### src/rtl/led_phy_pkg.sv
// rtl/led_phy_pkg.sv - shared types and constants for the LED PHY frame path
package led_phy_pkg;

  typedef enum logic [2:0] {
    IDLE = 3'd0,
    SUM  = 3'd1,
    MUL  = 3'd2,
    DONE = 3'd3
  } frame_calc_state_t;

  typedef enum logic {
    TAIL_FIXED = 1'b0,
    TAIL_COUNT = 1'b1
  } tail_mode_t;

  localparam int TAIL_DIV_SHIFT = 4;

endpackage

### src/rtl/led_shift_add_mul.sv
// rtl/led_shift_add_mul.sv - multi-cycle shift-add multiply by a constant, LSB first
// done/product flag the final iteration combinationally so the caller can register the result on that edge.
module led_shift_add_mul
  import led_phy_pkg::*;
#(
  parameter int MULT_CONST = 32,
  parameter int IN_W       = 10,
  parameter int ACC_W      = 32
) (
  input  logic             clk,
  input  logic             rst_n,
  input  logic             start,
  input  logic [IN_W-1:0]  multiplicand,
  output logic             done,
  output logic [ACC_W-1:0] product
);

  localparam int MUL_W = $clog2(MULT_CONST + 1);
  localparam int CNT_W = $clog2(MUL_W + 1);
  localparam logic [MUL_W-1:0] MULT_BITS = MUL_W'(MULT_CONST);

  logic             busy_q, busy_d;
  logic [CNT_W-1:0] cnt_q, cnt_d;
  logic [IN_W-1:0]  mcand_q, mcand_d;
  logic [ACC_W-1:0] acc_q, acc_d;
  logic [MUL_W-1:0] bits_shifted;

  always_comb begin
    busy_d       = busy_q;
    cnt_d        = cnt_q;
    mcand_d      = mcand_q;
    acc_d        = acc_q;
    bits_shifted = MULT_BITS >> cnt_q;
    product      = acc_q + (bits_shifted[0] ? (ACC_W'(mcand_q) << cnt_q) : ACC_W'(0));
    done         = busy_q && (cnt_q == CNT_W'(MUL_W - 1));
    if (start) begin
      busy_d  = 1'b1;
      cnt_d   = '0;
      acc_d   = '0;
      mcand_d = multiplicand;
    end else if (busy_q) begin
      acc_d = product;
      cnt_d = cnt_q + CNT_W'(1);
      if (done) busy_d = 1'b0;
    end
  end

  always_ff @(posedge clk or negedge rst_n) begin
    if (!rst_n) begin
      busy_q  <= 1'b0;
      cnt_q   <= '0;
      mcand_q <= '0;
      acc_q   <= '0;
    end else begin
      busy_q  <= busy_d;
      cnt_q   <= cnt_d;
      mcand_q <= mcand_d;
      acc_q   <= acc_d;
    end
  end

endmodule

### src/rtl/led_frame_len_calc.sv
// rtl/led_frame_len_calc.sv - handshaked LED PHY frame length calculator with saturation
module led_frame_len_calc
  import led_phy_pkg::*;
#(
  parameter int NUM_W      = 8,
  parameter int RES_W      = 16,
  parameter int HDR_WORDS  = 1,
  parameter int TAIL_WORDS = 1,
  parameter int WORD_BITS  = 32
) (
  input  logic             clk,
  input  logic             rst_n,
  input  logic             req_valid,
  output logic             req_ready,
  input  logic [NUM_W-1:0] led_num,
  input  logic             tail_mode,
  output logic             done,
  output logic [RES_W-1:0] result,
  output logic             ovf
);

  localparam int NW2   = NUM_W + 2;
  localparam int MUL_W = $clog2(WORD_BITS + 1);
  localparam int ACC_W = RES_W + MUL_W + NUM_W + 2;

  frame_calc_state_t state_q, state_d;
  logic [NUM_W-1:0]  num_q, num_d;
  tail_mode_t        mode_q, mode_d;
  logic [RES_W-1:0]  result_q, result_d;
  logic              ovf_q, ovf_d;
  logic              done_q, done_d;
  logic              ready_q, ready_d;

  logic [NW2-1:0]    tail, tail_cnt, wc;
  logic              mul_done;
  logic [ACC_W-1:0]  mul_product;
  logic              sat;

  always_comb begin
    tail_cnt = (NW2'(num_q) + NW2'((1 << TAIL_DIV_SHIFT) - 1)) >> TAIL_DIV_SHIFT;
    if (mode_q == TAIL_FIXED) tail = NW2'(TAIL_WORDS);
    else if (tail_cnt == '0)  tail = NW2'(1);
    else                      tail = tail_cnt;
    wc  = NW2'(HDR_WORDS) + NW2'(num_q) + tail;
    sat = |mul_product[ACC_W-1:RES_W];
  end

  led_shift_add_mul #(
    .MULT_CONST (WORD_BITS),
    .IN_W       (NW2),
    .ACC_W      (ACC_W)
  ) u_mul (
    .clk          (clk),
    .rst_n        (rst_n),
    .start        (state_q == SUM),
    .multiplicand (wc),
    .done         (mul_done),
    .product      (mul_product)
  );

  always_comb begin
    state_d  = state_q;
    num_d    = num_q;
    mode_d   = mode_q;
    result_d = result_q;
    ovf_d    = ovf_q;
    done_d   = 1'b0;
    case (state_q)
      IDLE: begin
        if (req_valid) begin
          state_d = SUM;
          num_d   = led_num;
          mode_d  = tail_mode_t'(tail_mode);
        end
      end
      SUM:  state_d = MUL;
      MUL: begin
        if (mul_done) begin
          state_d  = DONE;
          done_d   = 1'b1;
          ovf_d    = sat;
          result_d = sat ? {RES_W{1'b1}} : mul_product[RES_W-1:0];
        end
      end
      DONE:    state_d = IDLE;
      default: state_d = IDLE;
    endcase
    ready_d = (state_d == IDLE);
  end

  always_ff @(posedge clk or negedge rst_n) begin
    if (!rst_n) begin
      state_q  <= IDLE;
      num_q    <= '0;
      mode_q   <= TAIL_FIXED;
      result_q <= '0;
      ovf_q    <= 1'b0;
      done_q   <= 1'b0;
      ready_q  <= 1'b1;
    end else begin
      state_q  <= state_d;
      num_q    <= num_d;
      mode_q   <= mode_d;
      result_q <= result_d;
      ovf_q    <= ovf_d;
      done_q   <= done_d;
      ready_q  <= ready_d;
    end
  end

  assign req_ready = ready_q;
  assign done      = done_q;
  assign result    = result_q;
  assign ovf       = ovf_q;

endmodule

### config.mk
export PLATFORM = sky130hd
export DESIGN_NAME = led_frame_len_calc
export DESIGN_NICKNAME = d
export VERILOG_FILES = /design/src/rtl/led_phy_pkg.sv /design/src/rtl/led_shift_add_mul.sv /design/src/rtl/led_frame_len_calc.sv
export SDC_FILE = /design/constraint.sdc
export NUM_CORES = 1
export LEC_CHECK = 0
export CORE_ASPECT_RATIO = 0.6
export CORE_MARGIN = 5
export CORE_UTILIZATION = 46
export DETAILED_ROUTE_END_ITERATION = 6
export GPL_TIMING_DRIVEN = 0
export PLACE_DENSITY_LB_ADDON = 0.05
export SLEW_MARGIN = 25
export SYNTH_ARGS = -nofsm -noshare
export SYNTH_HDL_FRONTEND = slang
export SYNTH_SLANG_ARGS = --single-unit
### constraint.sdc
create_clock -name clk -period 6.53 [get_ports clk]
set_clock_uncertainty 0.05 [all_clocks]
set_input_delay 1.306 -clock clk [delete_from_list [all_inputs] [get_ports clk]]
set_output_delay 1.306 -clock clk [all_outputs]
set_load 0.02 [all_outputs]
==> flow_summary.toml <==
[pwr]
switching_share_pct = 40.10
ir_worst_vdd_uv = 267.3
p_seq_share_pct = 32.3
pwr-share-comb_pct = 43.1
power_leakage_nw = 2.507
clkPwrFrac_pct = 24.6
internal-power_w = 0.001221
p_sw_w = 0.0008175
power_density_nw_per_um2 = 348.6

[die]
die-area_um2 = 13230
start_util_pct = 47.45
ios = 31
die_y_um = 91.12
rows = 29
dieWidth_um = 145.2
core-area_um2 = 10630

[sta]
hold_violations = 0
fmax_mhz = 209.8
tns_ns = 0
min_period_ns = 4.767
worst_slew_pin_slew_ns = 0.9857
hold_ws_ns = 0.4715
maxSlewHeadroom_pct = 33.68
rsz0062_at_grt = "no"
setup_viol = 0
fin_crit_sh_pct = 73.00
finalMaxSlewViolations = 0

[global_routing]
grt_pass1_vias = 3885
grt_pass1_wl_um = 21860
grt_max_degree = 40
grt_overflow_total = 0
grt_use_total_pct = 20.73
antenna_found_initial = 0

[cts]
clkSinkCount = 76
clockBufferDepth = 2
htreeDepth = 3
cts_buffers = 9
worstSkewPairLatency_ns = 0.34
cts_resized = 0
cts_tree = "built"
clkTransAtPathRegs_ns = 0.06
cts-root-buf = "clkbuf_16"
cts_setup_buffers = 0
hold_buffers = 0

[placement]
placement.cell_area_um2 = 5555
gp_congestion = 0.9204
io_buffers = 30
dp_hpwl_um = 10540

[synth]
synth.most_common_cell = "nor2_1"
yosysTopAreaCell = "dfrtp_1"
yosys-top-cells-area = "dfrtp_1, nor2_1, ha_1, mux2i_1, nand2_1"
synth-main-ff-cell = "dfrtp_1"
synth_area_um2 = 5045
synth_common_cells = "nor2_1, dfrtp_1, nand2_1"
synth.yosys.warnings = 0
synth_top_area_share_pct = 37.20
postSynthRegisterBits = 76
avgSynthCellArea_um2 = 8.961
synthDistinctLibCells = 62
synthCells = 563
ys_seq_area_share_pct = 37.72
synthArstFlopShare_pct = 100.0
synth_edf_count = 0

[finish]
seqCellArea_um2 = 1903
final_util_pct = 55.01
fin_nets = 647
fin_area_um2 = 5848
area_delta_synth_final_pct = 15.92
multi_input_area_um2 = 2944
fillerInstances = 980
num_antenna_cells = 0
drive_gt1_share_pct = 8.780

[critical_path]
cp-start-kind = "flop"
path_max_fanout = 10
path_buf_inv = 5
crit_arrival_ns = 4.91
cp_data_required_time_ns = 6.67
path_delay_family = "buffers and inverters"
worstPathCellList = "clkbuf_1, inv_1, ha_1, nand2_1, clkbuf_1, a211oi_1, ha_1, clkbuf_1, nand4_1, nor3_1, o211ai_1, nand2_1, nand3_1, xor2_1, clkbuf_1, nor3b_1, a31oi_1"
timing.critical_path.mode_cell = "clkbuf_1"
worstSetupPathType = "reg2reg"
slowest_stage = "xor2_1"
worst_setup_path_end_kind = "flop"
max_stage_delay_ns = 0.50

[route]
first_iter_violations = 393
vias = 4254
first_pass_iters = 6
viasPerCell = 5.642
drc = 0
antenna_left = 0
drt-wirelength-per-cell_um = 18.05
routed_wl_um = 13610

[run]
maxCapViolations = 0

[run_status]
outcome = "complete, no violations"

[min_path]
hp-class = "reg2reg"
-- kinds of logic (layout without fill, tap and decap cells) --
logic type,after synthesis,after routing,share of synthesized area [%]
and+or+nand+nor,220,220,21.25
other,1,6,0.07433
muxes,30,30,6.424
xor gates and xnor gates,42,42,7.292
AOI/OAI and AO/OA,127,127,16.44
DFF,76,76,37.72
adders and majority gates,25,25,6.498
buffers and inverters,42,89,4.291
-- flip-flops by register name, indices dropped and copies added, names as in the netlist --
name,count
num_q,8
ovf,1
mode_q,1
u_mul.mcand_q,9
done,1
u_mul.cnt_q,3
req_ready,1
state_q,3
result,16
u_mul.acc_q,32
u_mul.busy_q,1
-- cell type report --
type | count | area share, %
Multi-Input combinational cell | 450 | 50.34
Inverter | 7 | 0.4493
Sequential cell | 76 | 32.54
Tap cell | 139 | 2.974
Timing Repair Buffer | 31 | 5.434
Clock buffer | 11 | 3.979
Clock inverter | 5 | 1.027
Buffer | 35 | 3.252
-- worst paths after layout --
path / depth (start not counted) / slack, ns / to / start
setup / recovery: 17 / 1.76 / result[6] / u_mul.cnt_q[1]
hold / removal: 2 / 0.47 / u_mul.mcand_q[7] / u_mul.mcand_q[7]
setup reg to reg: 17 / 1.76 / result[6] / u_mul.cnt_q[1]
hold reg to reg: 2 / 0.47 / u_mul.mcand_q[7] / u_mul.mcand_q[7]
max in group asynchronous: 2 / 4.94 / result[10] / rst_n
min in group asynchronous: 1 / 0.89 / u_mul.acc_q[23] / rst_n
-- layer usage --
layer	vias up	wire length, um	track usage (%)
met5	-	0	0
met4	0	138	4.503
met3	14	856	4.726
met2	114	4921	25.08
met1	2033	7695	35.57
li1	2093	-	-
-- power groups by stage --
stage          sequential (W)  clock [W]  combinational, W
2_1_floorplan        0.000639          0          0.000650
3_3_place_gp         0.000662          0          0.000843
3_5_place_dp         0.000664          0          0.000853
4_1_cts              0.000657   0.000512          0.000858
5_1_grt              0.000672   0.000536          0.000975
6_report             0.000659   0.000501          0.000879
-- worst reg2reg max path: cells and delay by family (launching register included) --
family	cells	cell delay, ns
AOI/OAI and AO/OA	3	0.36
xor gates and xnor gates	1	0.50
adders and majority gates	2	0.52
DFF	1	0.36
and+or+nand+nor	6	1.24
buffers and inverters	5	1.58
-- per-stage QoR --
step | std cells | power (W) | setup slack (ns)
6_report | 754 | 0.002039 | 1.763
5_1_grt | 754 | 0.002184 | 1.413
4_1_cts | 754 | 0.002027 | 1.947
3_5_place_dp | 738 | 0.001517 | 1.986
3_3_place_gp | 737 | 0.001505 | 1.388
2_1_floorplan | 568 | 0.001289 | 2.997
-- placed cells by master (no fill, tap or decap), types with 3 or more instances in the layout --
cell type / synthesis / routed
o21ai_0: 27 / 27
buf_2: 7 / 7
clkdlybuf4s50_1: 0 / 29
nor3_1: 9 / 9
a21oi_1: 30 / 30
buf_6: 3 / 3
dfrtp_1: 75 / 75
clkbuf_16: 0 / 9
o211ai_1: 3 / 3
a31oi_1: 16 / 16
nand2b_1: 3 / 3
xor2_1: 21 / 21
inv_1: 7 / 7
xnor2_1: 21 / 21
nor3b_1: 14 / 14
nor2b_1: 9 / 9
o21a_1: 3 / 3
conb_1: 1 / 6
nor2_1: 78 / 78
a21o_1: 7 / 7
clkbuf_1: 19 / 21
and2_1: 8 / 8
mux2_2: 9 / 9
nand2_1: 51 / 51
ha_1: 23 / 23
mux2i_1: 20 / 20
a211oi_1: 21 / 21
and3_1: 7 / 7
nand3_1: 13 / 13
o21bai_1: 3 / 3
buf_4: 3 / 4
nand4_1: 10 / 10
or2_2: 4 / 4
No activity file was read; power rests on OpenSTA's default activity.
